<file path="src/rtl/rc4_pkg.sv">
// rc4_pkg: shared definitions for the RC4 sequencing controller.
//   - NS phase encodings driven to the RC4 core (INIT, KEY_GENE, EN_DE_CODE, HOLD)
//   - state_e: controller FSM state type
package rc4_pkg;

  localparam logic [1:0] INIT       = 2'b00;
  localparam logic [1:0] KEY_GENE   = 2'b01;
  localparam logic [1:0] EN_DE_CODE = 2'b10;
  localparam logic [1:0] HOLD       = 2'b11;

  typedef enum logic [1:0] {
    StIdle,
    StKsa,
    StCrypt,
    StFlush
  } state_e;

endpackage

</file>
<file path="src/rtl/rc4_key_ram.sv">
// rc4_key_ram: KEY_MAX_LEN x 8 key store, one synchronous write port and one
// asynchronous read port. Contents are intentionally not reset.
// Ports:
//   clk_i            write clock
//   we_i/waddr_i/wdata_i  write port
//   raddr_i/rdata_o  combinational read port
module rc4_key_ram #(
  parameter int unsigned KEY_MAX_LEN = 16
) (
  input  logic                           clk_i,
  input  logic                           we_i,
  input  logic [$clog2(KEY_MAX_LEN)-1:0] waddr_i,
  input  logic [7:0]                     wdata_i,
  input  logic [$clog2(KEY_MAX_LEN)-1:0] raddr_i,
  output logic [7:0]                     rdata_o
);

  logic [7:0] mem_q [KEY_MAX_LEN];

  always_ff @(posedge clk_i) begin
    if (we_i) begin
      mem_q[waddr_i] <= wdata_i;
    end
  end

  assign rdata_o = mem_q[raddr_i];

endmodule

</file>
<file path="src/rtl/rc4_seq_ctrl.sv">
// rc4_seq_ctrl: sequences an external RC4 core through key scheduling (KSA)
// and a byte-at-a-time encrypt/decrypt stream.
// Ports:
//   clk, rst (async, active-low)
//   key_we/key_addr/key_wdata  key byte write port (ignored while busy)
//   key_len, msg_len           sampled on start
//   start, abort               command pulses (abort wins)
//   din/din_valid/din_ready    input byte stream
//   dout/dout_valid/dout_ready result stream (1-cycle latency, registered)
//   busy, done, err            status; done/err are one-cycle pulses
//   NS                         core phase; key_init key byte to core
//   data_rready                core KSA complete; num keystream byte
// Build option: define RC4_TIMEOUT_EN to abort KSA with err after
// KSA_TIMEOUT cycles without data_rready.
module rc4_seq_ctrl
  import rc4_pkg::*;
#(
  parameter int unsigned KEY_MAX_LEN = 16,
  parameter int unsigned MSG_W       = 16,
  parameter int unsigned KSA_TIMEOUT = 1024
) (
  input  logic                           clk,
  input  logic                           rst,
  input  logic                           key_we,
  input  logic [$clog2(KEY_MAX_LEN)-1:0] key_addr,
  input  logic [7:0]                     key_wdata,
  input  logic [$clog2(KEY_MAX_LEN):0]   key_len,
  input  logic [MSG_W-1:0]               msg_len,
  input  logic                           start,
  input  logic                           abort,
  input  logic [7:0]                     din,
  input  logic                           din_valid,
  output logic                           din_ready,
  output logic [7:0]                     dout,
  output logic                           dout_valid,
  input  logic                           dout_ready,
  output logic                           busy,
  output logic                           done,
  output logic                           err,
  output logic [1:0]                     NS,
  output logic [7:0]                     key_init,
  input  logic                           data_rready,
  input  logic [7:0]                     num
);

  localparam int unsigned AW = $clog2(KEY_MAX_LEN);

  state_e             state_q, state_d;
  logic [AW-1:0]      idx_q, idx_d;
  logic [AW:0]        len_q, len_d;
  logic [MSG_W-1:0]   rem_q, rem_d;
  logic [7:0]         dout_q, dout_d;
  logic               dout_valid_q, dout_valid_d;
  logic               done_q, done_d;
  logic               err_q, err_d;
  logic [7:0]         ram_rdata;
  logic               key_ok;
  logic               out_free;
  logic               accept;
  logic               ksa_expired;

  rc4_key_ram #(
    .KEY_MAX_LEN (KEY_MAX_LEN)
  ) u_key_ram (
    .clk_i   (clk),
    .we_i    (key_we && (state_q == StIdle)),
    .waddr_i (key_addr),
    .wdata_i (key_wdata),
    .raddr_i (idx_q),
    .rdata_o (ram_rdata)
  );

`ifdef RC4_TIMEOUT_EN
  localparam int unsigned TcW = $clog2(KSA_TIMEOUT + 1);

  logic [TcW-1:0] tcnt_q, tcnt_d;

  // Counts cycles spent in KSA; held at zero elsewhere so each entry starts fresh.
  always_comb begin
    tcnt_d = '0;
    if (state_q == StKsa) begin
      tcnt_d = tcnt_q + 1'b1;
    end
  end

  always_ff @(posedge clk or negedge rst) begin
    if (!rst) begin
      tcnt_q <= '0;
    end else begin
      tcnt_q <= tcnt_d;
    end
  end

  assign ksa_expired = (tcnt_q == TcW'(KSA_TIMEOUT - 1));
`else
  logic unused_ksa_timeout;
  assign unused_ksa_timeout = (KSA_TIMEOUT == 0);
  assign ksa_expired        = 1'b0;
`endif

  assign key_ok    = (key_len != '0) && (key_len <= (AW + 1)'(KEY_MAX_LEN));
  assign out_free  = !dout_valid_q || dout_ready;
  assign din_ready = (state_q == StCrypt) && out_free && (rem_q != '0);
  assign accept    = din_valid && din_ready;

  always_comb begin
    NS = INIT;
    unique case (state_q)
      StIdle:  NS = INIT;
      StKsa:   NS = KEY_GENE;
      StCrypt: NS = accept ? EN_DE_CODE : HOLD;
      StFlush: NS = HOLD;
      default: NS = INIT;
    endcase
  end

  assign key_init   = (state_q == StKsa) ? ram_rdata : 8'h00;
  assign busy       = (state_q != StIdle);
  assign dout       = dout_q;
  assign dout_valid = dout_valid_q;
  assign done       = done_q;
  assign err        = err_q;

  always_comb begin
    state_d      = state_q;
    idx_d        = idx_q;
    len_d        = len_q;
    rem_d        = rem_q;
    dout_d       = dout_q;
    dout_valid_d = dout_valid_q;
    done_d       = 1'b0;
    err_d        = 1'b0;

    unique case (state_q)
      StIdle: begin
        if (start && !abort) begin
          if (key_ok) begin
            state_d = StKsa;
            idx_d   = '0;
            len_d   = key_len;
            rem_d   = msg_len;
          end else begin
            err_d = 1'b1;
          end
        end
      end
      StKsa: begin
        // Key index cycles 0..key_len-1 for as long as the core keeps scheduling.
        idx_d = ({1'b0, idx_q} == (len_q - 1'b1)) ? '0 : idx_q + 1'b1;
        if (data_rready) begin
          if (rem_q == '0) begin
            state_d = StIdle;
            done_d  = 1'b1;
          end else begin
            state_d = StCrypt;
          end
        end else if (ksa_expired) begin
          state_d = StIdle;
          err_d   = 1'b1;
        end
      end
      StCrypt: begin
        if (accept) begin
          dout_d       = din ^ num;
          dout_valid_d = 1'b1;
          rem_d        = rem_q - 1'b1;
          if (rem_q == {{(MSG_W - 1){1'b0}}, 1'b1}) begin
            state_d = StFlush;
          end
        end else if (dout_ready) begin
          dout_valid_d = 1'b0;
        end
      end
      StFlush: begin
        if (out_free) begin
          dout_valid_d = 1'b0;
          state_d      = StIdle;
          done_d       = 1'b1;
        end
      end
      default: state_d = StIdle;
    endcase

    if (abort && (state_q != StIdle)) begin
      state_d      = StIdle;
      dout_valid_d = 1'b0;
      done_d       = 1'b0;
      err_d        = 1'b0;
    end
  end

  always_ff @(posedge clk or negedge rst) begin
    if (!rst) begin
      state_q      <= StIdle;
      idx_q        <= '0;
      len_q        <= '0;
      rem_q        <= '0;
      dout_q       <= 8'h00;
      dout_valid_q <= 1'b0;
      done_q       <= 1'b0;
      err_q        <= 1'b0;
    end else begin
      state_q      <= state_d;
      idx_q        <= idx_d;
      len_q        <= len_d;
      rem_q        <= rem_d;
      dout_q       <= dout_d;
      dout_valid_q <= dout_valid_d;
      done_q       <= done_d;
      err_q        <= err_d;
    end
  end

endmodule

</file>
<file path="config.mk">
export PLATFORM = sky130hd
export DESIGN_NAME = rc4_seq_ctrl
export DESIGN_NICKNAME = d
export VERILOG_FILES = /design/src/rtl/rc4_pkg.sv /design/src/rtl/rc4_key_ram.sv /design/src/rtl/rc4_seq_ctrl.sv
export SDC_FILE = /design/constraint.sdc
export NUM_CORES = 1
export LEC_CHECK = 0
export CORE_MARGIN = 4
export CORE_UTILIZATION = 40
export CTS_CLUSTER_DIAMETER = 100
export DETAILED_ROUTE_END_ITERATION = 6
export HOLD_SLACK_MARGIN = 0.06
export SLEW_MARGIN = 10
export SYNTH_ARGS = -nofsm -noshare
export SYNTH_HDL_FRONTEND = slang
export SYNTH_SLANG_ARGS = --single-unit
</file>
<file path="constraint.sdc">
create_clock -name clk -period 2.4 [get_ports clk]
set_input_delay 0.24 -clock clk [delete_from_list [all_inputs] [get_ports clk]]
set_output_delay 0.24 -clock clk [all_outputs]
set_load 0.05 [all_outputs]
</file>
==> results.txt, run 1 <==
Status - finished, violations left
Failing checks - negative setup slack
Max cap viols - 0
Hpwl dp - 11800 um
CP Capture Type - output pin
Pwr/cell area - 913 nW/um^2
Clock Latency Late Sink - 420 ps
CTS Buf Count - 17
Commonest non-fill, non-tap cell in the layout - edfxtp_1
First drt pass iteration count - 5
Yosys top cell area share - 52.9%
Place WS - 113 ps
Initial antenna violation count - 0
Startpoint types - flop
Global-route wire length before repair - 26700 um
Nets - 663
Setup WS post-layout - -238 ps
Tcrit/Tclk final - 110%
GRT overflow - 0
DR DRC count - 0
Core area - 17900 um^2
Non-Filler Instances - 844
Post-route antenna net violation count - 0
CP cell instances - buf_6 -> buf_12 -> mux4_2 -> mux4_2 -> and2_4 -> buf_8
Top FF cell, synth - edfxtp_1
Clock power share - 31.2%
Met2 Use GR - 28.1%
CTS H-Tree Depth - 4
Final Max Slew Viols - 0
Combinational power share - 27.6%
Design area - 9370 um^2
Synthesis-to-finish area growth - 29.0%
Syn Nets - 535
DP Area - 8550 um^2
Synth Area per Inst - 15.3 um^2
Finished Core Util - 52.4%
Worst path required time - 2160 ps
Final Setup Violations - 8
Clock sink count - 166
Slew HR - 42.6%
Top post-synthesis cells by area - edfxtp_1 (53%), dfrtp_1 (13%), mux4_2 (12%)
Measured slew at the worst slew-check pin - 861 ps
Die W - 143 um
Vias in the first global route - 4680
Setup Skew - 13.1 ps
Post-synth EDFFs - 128
GRT Max-Usage Layer - met2
DR WL/cell - 20.2 um
Placed cells - 801
Largest net degree at the start of global routing - 39
Total Routing Usage GR - 17.5%
Max Clk Rate - 379 MHz
Sw power - 2.54 mW
Sw Share - 29.7%
RSZ-0062 raised after global routing - yes
Cell Int Power - 6.02 mW
Hold Crit Class - primary input to flop
Row count - 49
Initial Util - 40.6%
Max stage delay on crit path - 500 ps
CP top delay family - multiplexers
Synth Register Bits - 166
Clock-pin slew on the worst setup and hold paths - 70 ps
Worst Path Arrival - 2400 ps
Crit path kind - flop to output pin
Power, Total - 8.56 mW
Fillers - 1443
Vias - 4598
Die Y - 143 um
Max FO, Critical Path - 5
Ys Warns - 0
Leak - 3.33 nW
Routability congestion estimate - 0.835
Critical path buffer and inverter count - 3
Antenna Diode Count - 0
CP dominant cell by count - mux4_2
Post-synthesis instance total - 474
Sequential Power Share - 41.2%
Post-Synthesis Cell Area - 7260 um^2
Max Buffers Root-to-Sink - 2
Layout cells sized above 1 - 26.2%
Grt met1 use - 24.2%
Final hold vios - 0
Yosys top cell by area - edfxtp_1
Port Buffers - 79
Commonest non-fill, non-tap cells in the layout - edfxtp_1 (128), clkdlybuf4s50_1 (67), buf_4 (48)
DRT iter0 DRCs - 389
Period minus WS final - 2640 ps
Peak VDD IR - 0.000807 V
CTS tree - yes
Die area - 20400 um^2
Vias per inst - 5.45
Total Routed Length - 17000 um
Seq/Total Area, Yosys - 66.0%
Synth async-reset ratio - 22.9%
M3 GR Usage - 4.49%
Post-synthesis cell type count - 53
Clock Root Buffer - clkbuf_16
IO Pins - 80
Slowest CP cell - mux4_2
-- cell usage after synthesis, types with 2 or more instances --
| cell type | number |
|---|---|
| o22ai_1 | 10 |
| or2_2 | 2 |
| nor2_1 | 31 |
| nand2_1 | 34 |
| edfxtp_1 | 128 |
| dfrtp_1 | 38 |
| a2bb2oi_1 | 2 |
| nor4_1 | 6 |
| o31ai_1 | 2 |
| ha_1 | 4 |
| a22o_1 | 5 |
| o21ai_0 | 20 |
| nor3_1 | 12 |
| buf_2 | 10 |
| clkbuf_1 | 11 |
| a31oi_1 | 8 |
| xnor2_1 | 14 |
| mux4_2 | 40 |
| o2bb2ai_1 | 2 |
| nand3_1 | 7 |
| and2_1 | 8 |
| nand3b_1 | 2 |
| nand2b_1 | 5 |
| nor2b_1 | 6 |
| nor3b_1 | 2 |
| a22oi_1 | 4 |
| inv_1 | 12 |
| o22a_1 | 3 |
| a21oi_1 | 17 |
| and3_1 | 3 |
| buf_6 | 4 |
-- routing by layer --
layer	up-vias	wire (um)
met5	-	0
li1	2109	-
met4	0	144
met3	11	996
met2	148	8270
met1	2330	7620
-- power groups by stage --
stage | sequential, mW | combinational (mW) | clock, mW
6_report | 3.53 | 2.36 | 2.67
5_1_grt | 3.56 | 2.54 | 2.88
3_5_place_dp | 3.58 | 2.17 | 0
4_1_cts | 3.52 | 2.44 | 2.72
2_1_floorplan | 3.73 | 1.32 | 0
3_3_place_gp | 3.58 | 2.15 | 0
-- state kept, by name, summed over array words and instances (netlist names) --
| signal | flops |
|---|---|
| done | 1 |
| err | 1 |
| idx_q | 4 |
| rem_q | 16 |
| state_q | 2 |
| dout | 8 |
| dout_valid | 1 |
| u_key_ram.mem_q | 128 |
| len_q | 5 |
-- worst min-delay path: cells and delay by family --
family | cells | cell delay, ps
AND/OR/NAND/NOR | 2 | 120
buffers and inverters | 1 | 430
-- final timing paths --
| path | start | to | slack (ps) | cells past startpoint |
|---|---|---|---|---|
| max in group asynchronous | rst | idx_q[0] | 1330 | 2 |
| min | key_len[3] | len_q[3] | 400 | 3 |
| min in group asynchronous | rst | rem_q[6] | 470 | 2 |
| max | idx_q[0] | key_init[5] | -240 | 6 |
| min reg2reg | dout[5] | dout[5] | 490 | 2 |
| max reg2reg | rem_q[0] | rem_q[0] | 270 | 8 |
-- cell families after synthesis --
group	count (synthesis)	share of synthesized area, %
buffers and inverters	38	2.60
and+or+nand+nor	130	9.32
muxes	41	12.6
DFF	166	66.0
AOI/OAI and AO/OA	81	7.15
xor gates and xnor gates	14	1.69
adders and majority gates	4	0.689
-- cell type report --
class,count,area [um^2],share of cell area [%]
clock buffers,18,429,4.58
clock inverters,14,161,1.72
inverters,12,45.0,0.481
multi-input cells,270,2330,24.8
flip-flops and latches,166,4800,51.2
well taps,229,287,3.06
repair buffers,135,1330,14.2
-- timing repair --
action,in CTS,in global routing
gates resized for setup,31,5
hold endpoints to repair,38,0
gates cloned,3,0
setup buffers,10,0
pin swaps,6,1
setup endpoints to repair,10,10
hold buffers,1,0
-- through the flow --
| step | hold slack, ps | setup TNS [ps] |
|---|---|---|
| after floorplan | -55.6 | 0 |
| after global placement | 399 | 0 |
| after detailed placement | 408 | 0 |
| after CTS | 381 | -1990 |
| after global routing | 402 | -2450 |
| final | 395 | -1700 |
(Power assumes the default switching activity.)
==> inputs of run 2 (changes only) <==
--- a/config.mk
+++ b/config.mk
@@ -5,10 +5,10 @@
 export SDC_FILE = /design/constraint.sdc
 export NUM_CORES = 1
 export LEC_CHECK = 0
-export CORE_MARGIN = 4
 export CORE_UTILIZATION = 40
 export CTS_CLUSTER_DIAMETER = 100
 export DETAILED_ROUTE_END_ITERATION = 6
+export DONT_BUFFER_PORTS = 1
 export HOLD_SLACK_MARGIN = 0.06
 export SLEW_MARGIN = 10
 export SYNTH_ARGS = -nofsm -noshare
==> constraint.sdc (replaced) <==
create_clock -name clk -period 2.8 [get_ports clk]
set_input_delay 0.28 -clock clk [delete_from_list [all_inputs] [get_ports clk]]
set_output_delay 0.28 -clock clk [all_outputs]
set_load 0.05 [all_outputs]
==> results.txt, run 2 (synthesized netlist as in run 1, its figures left out) <==
Final Max Slew Viols - 0 (unchanged)
Clock sink count - 166 (unchanged)
RSZ-0062 raised after global routing - no (was yes)
Pwr/cell area - 807 nW/um^2 (was 913 nW/um^2)
Worst path required time - 2520 ps (was 2160 ps)
Clock Latency Late Sink - 420 ps (about the same)
Hpwl dp - 10300 um (was 11800 um)
Cell Int Power - 4.85 mW (was 6.02 mW)
Place WS - 418 ps (was 113 ps)
Global-route wire length before repair - 24300 um (was 26700 um)
Hold Path Stages - 2 (was 3)
R2R depth - 8 (unchanged)
Final TNS setup - 0 ps (was -1700 ps)
Max reg flops - 128 (unchanged)
Status - finished, final reports clean (was finished, violations left)
Top reg by flops - u_key_ram.mem_q (unchanged)
Tcrit/Tclk final - 97.0%
Max stage delay on crit path - 510 ps (was 500 ps)
DR DRC count - 0 (unchanged)
Synthesis-to-finish area growth - 18.3% (was 29.0%)
Placed cells - 703 (was 801)
Layout cells sized above 1 - 22.5% (was 26.2%)
Crit path kind - flop to output pin (unchanged)
Clock Root Buffer - clkbuf_16 (unchanged)
Clock power share - 32.6% (was 31.2%)
Vias in the first global route - 4246 (was 4680)
Non-Filler Instances - 769 (was 844)
CP Capture Type - output pin (unchanged)
Max cap viols - 0 (unchanged)
IO Pins - 80 (unchanged)
Sw power - 2.08 mW (was 2.54 mW)
Design area - 8590 um^2 (was 9370 um^2)
Post-route antenna net violation count - 0 (unchanged)
Combinational power share - 20.8% (was 27.6%)
DP Area - 7670 um^2 (was 8550 um^2)
Initial Util - 41.4% (was 40.6%)
Die W - 137 um (was 143 um)
Slowest CP cell - mux4_2 (unchanged)
Initial antenna violation count - 1 (was 0)
Die Y - 137 um (was 143 um)
Total Routing Usage GR - 18.2% (was 17.5%)
Largest net degree at the start of global routing - 39 (unchanged)
Max Buffers Root-to-Sink - 2 (unchanged)
CP dominant cell by count - mux4_2 (unchanged)
Final Setup Violations - 0 (was 8)
CP cell instances - buf_4 -> mux4_2 -> mux4_2 -> and2_2 (was buf_6 -> buf_12 -> mux4_2 -> mux4_2 -> and2_4 -> buf_8)
Port Buffers - 0 (was 79)
Total Routed Length - 16200 um (was 17000 um)
Leak - 2.99 nW (was 3.33 nW)
Startpoint types - flop (unchanged)
Setup Skew - 6.81 ps (was 13.1 ps)
Vias per inst - 5.61 (was 5.45)
Slew HR - 45.3% (was 42.6%)
Routability congestion estimate - 0.835 (about the same)
Sw Share - 30.0% (was 29.7%)
Final hold vios - 0 (unchanged)
Period minus WS final - 2720 ps
CTS tree - yes (unchanged)
Clock-pin slew on the worst setup and hold paths - 60 ps (was 70 ps)
Max Clk Rate - 368 MHz
CTS Buf Count - 17 (unchanged)
Vias - 4311 (was 4598)
Worst Path Arrival - 2440 ps (was 2400 ps)
Row count - 48 (was 49)
Hold Crit Class - primary input to flop (unchanged)
Sequential Power Share - 46.6% (was 41.2%)
Commonest non-fill, non-tap cells in the layout - edfxtp_1 (128), mux4_2 (40), dfrtp_1 (37) (was edfxtp_1 (128), clkdlybuf4s50_1 (67), buf_4 (48))
Commonest non-fill, non-tap cell in the layout - edfxtp_1 (unchanged)
Setup WS post-layout - 83.0 ps (was -238 ps)
GRT overflow - 0 (unchanged)
Core area - 17500 um^2 (was 17900 um^2)
Peak VDD IR - 0.000556 V (was 0.000807 V)
First drt pass iteration count - 4 (was 5)
Nets - 591 (was 663)
Measured slew at the worst slew-check pin - 821 ps (was 861 ps)
DRT iter0 DRCs - 395 (was 389)
CTS H-Tree Depth - 4 (unchanged)
DR WL/cell - 21.0 um (was 20.2 um)
Max FO, Critical Path - 6 (was 5)
Die area - 18700 um^2 (was 20400 um^2)
## run 2: per-stage QoR
| step | utilization [%] | total power, mW | hold WS [ps] |
|---|---|---|---|
| after detailed placement | 43.7 | 4.65 | -14.7 |
| after global placement | 43.7 | 4.63 | -14.8 |
| after global routing | 49.0 | 7.23 | 75.7 |
| after floorplan | - | 4.33 | -15.6 |
| after CTS | 48.9 | 6.97 | 60.3 |
| final | 49.0 | 6.93 | 73.5 |
## run 2: layout make-up
class | count | area, um^2
fill | 1469 | 8950
clock inverter | 15 | 146
multi-input combinational | 270 | 2290
tap | 225 | 282
timing repair buffer | 63 | 601
inverter | 12 | 45.0
sequential | 166 | 4800
antenna | 1 | 2.50
clock buffer | 17 | 425
## run 2: power by group through the flow
stage / registers, mW / clock network [mW] / logic, mW
after floorplan: 3.20 / 0 / 1.13
after global placement: 3.28 / 0 / 1.35
after detailed placement: 3.28 / 0 / 1.37
after CTS: 3.23 / 2.29 / 1.45
after global routing: 3.26 / 2.39 / 1.57
final: 3.23 / 2.26 / 1.44
## run 2: final timing paths
path | slack, ps | end | startpoint
setup / recovery | 80 | key_init[3] | idx_q[0]
hold / removal | 70 | dout[7] | num[7]
setup reg to reg | 380 | state_q[1] | rem_q[0]
hold reg to reg | 520 | len_q[3] | len_q[3]
max in group asynchronous | 2250 | idx_q[0] | rst
min in group asynchronous | 330 | dout[0] | rst
## run 2: timing repair
item,4_1_cts,5_1_grt
buffers inserted,0,1
gates resized for setup,1,9
endpoints found under the hold margin,185,0
pin swaps,0,0
setup endpoints to repair,1,8
hold buffers,32,0
## run 2: routing by layer
layer	track usage, %	vias up	wire, um
met4	6.54	0	247
met3	4.00	19	835
met1	23.1	2205	6740
met2	30.8	126	8350
li1	-	1961	-
met5	0	-	0
## run 2: critical path, delay by kind of cell (launching register included)
family                 cells  cell delay, ps
muxes                      2            1000
DFF                        1             470
and+or+nand+nor            1             320
buffers and inverters      1             220
==> inputs of run 3 (changes only) <==
--- a/config.mk
+++ b/config.mk
@@ -10,6 +10,7 @@
 export DETAILED_ROUTE_END_ITERATION = 6
 export DONT_BUFFER_PORTS = 1
 export HOLD_SLACK_MARGIN = 0.06
+export MAX_ROUTING_LAYER = met4
 export SLEW_MARGIN = 10
 export SYNTH_ARGS = -nofsm -noshare
 export SYNTH_HDL_FRONTEND = slang
==> results.txt, run 3 (synthesized netlist as in run 1, its figures left out) <==
Final hold vios - 0 (unchanged)
Port Buffers - 0 (unchanged)
Cell Int Power - 4.85 mW (about the same)
Total Routed Length - 16200 um (about the same)
Max Clk Rate - 365 MHz (was 368 MHz)
Worst path required time - 2520 ps (about the same)
Max FO, Critical Path - 6 (unchanged)
Worst Path Arrival - 2460 ps (was 2440 ps)
Status - finished, final reports clean (unchanged)
Nets - 591 (unchanged)
IO Pins - 80 (unchanged)
Setup Skew - 6.93 ps (was 6.81 ps)
RR Startpoint - rem_q[0] (unchanged)
Vias - 4305 (was 4311)
Synthesis-to-finish area growth - 18.3% (unchanged)
Power, Total - 6.93 mW (about the same)
Largest net degree at the start of global routing - 39 (unchanged)
Die W - 137 um (unchanged)
Max Buffers Root-to-Sink - 2 (unchanged)
CP Capture Type - output pin (unchanged)
Setup WS post-layout - 61.1 ps (was 83.0 ps)
Global-route wire length before repair - 24300 um (about the same)
Vias in the first global route - 4235 (was 4246)
Routability congestion estimate - 0.851 (was 0.835)
Clock Root Buffer - clkbuf_16 (unchanged)
Worst hold path endpoint - dout[7] (unchanged)
Die area - 18700 um^2 (unchanged)
Hold Path Origin - num[7] (unchanged)
DR WL/cell - 21.0 um (about the same)
Clock power share - 32.5% (was 32.6%)
Hold Path Stages - 2 (unchanged)
Final hold slack - 72.9 ps (was 73.5 ps)
Tcrit/Tclk final - 97.8% (was 97.0%)
Top reg by flops - u_key_ram.mem_q (unchanged)
Vias per inst - 5.60 (was 5.61)
Initial Util - 41.4% (unchanged)
DRT iter0 DRCs - 406 (was 395)
Peak VDD IR - 0.000555 V (was 0.000556 V)
Clock sink count - 166 (unchanged)
Row count - 48 (unchanged)
Period minus WS final - 2740 ps (was 2720 ps)
Sw power - 2.09 mW (was 2.08 mW)
DR DRC count - 0 (unchanged)
Max cap viols - 0 (unchanged)
Hpwl dp - 10300 um (unchanged)
Clock Latency Late Sink - 420 ps (about the same)
Layout cells sized above 1 - 22.5% (unchanged)
Leak - 2.99 nW (unchanged)
Final Max Slew Viols - 0 (unchanged)
R2R setup slack - 370 ps (was 380 ps)
CTS tree - yes (unchanged)
Initial antenna violation count - 1 (unchanged)
Pwr/cell area - 807 nW/um^2 (about the same)
GRT overflow - 0 (unchanged)
Worst R2R End - state_q[1] (unchanged)
Core area - 17500 um^2 (unchanged)
Fillers - 1468 (was 1469)
Post-route antenna net violation count - 0 (unchanged)
Total Routing Usage GR - 18.8% (was 18.2%)
Startpoint types - flop (unchanged)
First drt pass iteration count - 4 (unchanged)
Measured slew at the worst slew-check pin - 826 ps (was 821 ps)
Clock-pin slew on the worst setup and hold paths - 60 ps (about the same)
Commonest non-fill, non-tap cell in the layout - edfxtp_1 (unchanged)
CTS Buf Count - 17 (unchanged)
Die Y - 137 um (unchanged)
Hold Crit Class - primary input to flop (unchanged)
R2R depth - 8 (unchanged)
Final Setup Violations - 0 (unchanged)
Slew HR - 44.9% (was 45.3%)
Max reg flops - 128 (unchanged)
Combinational power share - 20.9% (was 20.8%)
CTS H-Tree Depth - 4 (unchanged)
Sequential Power Share - 46.6% (about the same)
Commonest non-fill, non-tap cells in the layout - edfxtp_1 (128), mux4_2 (40), dfrtp_1 (37) (unchanged)
Place WS - 418 ps (unchanged)
Sw Share - 30.1% (was 30.0%)
Crit path kind - flop to output pin (unchanged)
-- run 3: cell counts in the layout (fill, tap and decap cells not counted) --
No cell type changed its count.
-- run 3: critical path: stages (launching register included) --
cell,delay (ps)
dfrtp_2,470
buf_4,220
mux4_2,520
mux4_2,500
and2_2,320
-- run 3: metrics by stage --
step / cells / setup TNS (ps) / util, % / instance area, um^2
after floorplan: 474 / 0 / - / 7260
after global placement: 703 / 0 / 43.7 / 7670
after detailed placement: 703 / 0 / 43.7 / 7670
after CTS: 767 / 0 / 48.9 / 8570
after global routing: 769 / -15.2 / 49.0 / 8590
final: 769 / 0 / 49.0 / 8590
-- run 3: power by group through the flow --
stage | Clock (mW) | Sequential [mW] | Combinational, mW
after floorplan | 0 | 3.20 | 1.13
after global placement | 0 | 3.28 | 1.35
after detailed placement | 0 | 3.28 | 1.37
after CTS | 2.29 | 3.23 | 1.45
after global routing | 2.40 | 3.26 | 1.58
final | 2.26 | 3.23 | 1.45
-- run 3: worst max path at each step --
| stage | start | endpoint | slack, ps | cells after the start |
|---|---|---|---|---|
| 2_1_floorplan | rem_q[0] | NS[0] | 410 | 6 |
| 3_3_place_gp | rem_q[0] | rem_q[0] | 450 | 7 |
| 3_5_place_dp | rem_q[0] | rem_q[0] | 420 | 7 |
| 4_1_cts | idx_q[0] | key_init[0] | 4 | 4 |
| 5_1_grt | idx_q[0] | key_init[3] | -20 | 4 |
| 6_report | idx_q[0] | key_init[3] | 60 | 4 |
-- run 3: what timing repair did --
action / in CTS / in global routing
setup buffers: 0 / 1
resized for setup: 1 / 9
endpoints found under the setup margin: 1 / 8
hold endpoints to repair: 185 / 0
gates cloned: 0 / 0
hold buffers: 32 / 0
-- run 3: final cells by class --
| type | count | area (um^2) | area share (%) |
|---|---|---|---|
| Sequential cell | 166 | 4800 | 55.8 |
| Multi-Input combinational cell | 270 | 2290 | 26.7 |
| Timing Repair Buffer | 63 | 601 | 6.99 |
| Clock buffer | 17 | 425 | 4.95 |
| Tap cell | 225 | 282 | 3.28 |
| Clock inverter | 15 | 146 | 1.70 |
| Inverter | 12 | 45.0 | 0.524 |
| Antenna cell | 1 | 2.50 | 0.0291 |
-- run 3: routing by layer --
| layer | GRT usage, % | vias to the layer above | wire length [um] |
|---|---|---|---|
| met5 | - | - | 0 |
| met4 | 6.54 | 0 | 294 |
| met3 | 4.04 | 22 | 819 |
| met2 | 30.8 | 125 | 8380 |
| met1 | 23.1 | 2191 | 6690 |
| li1 | - | 1967 | - |
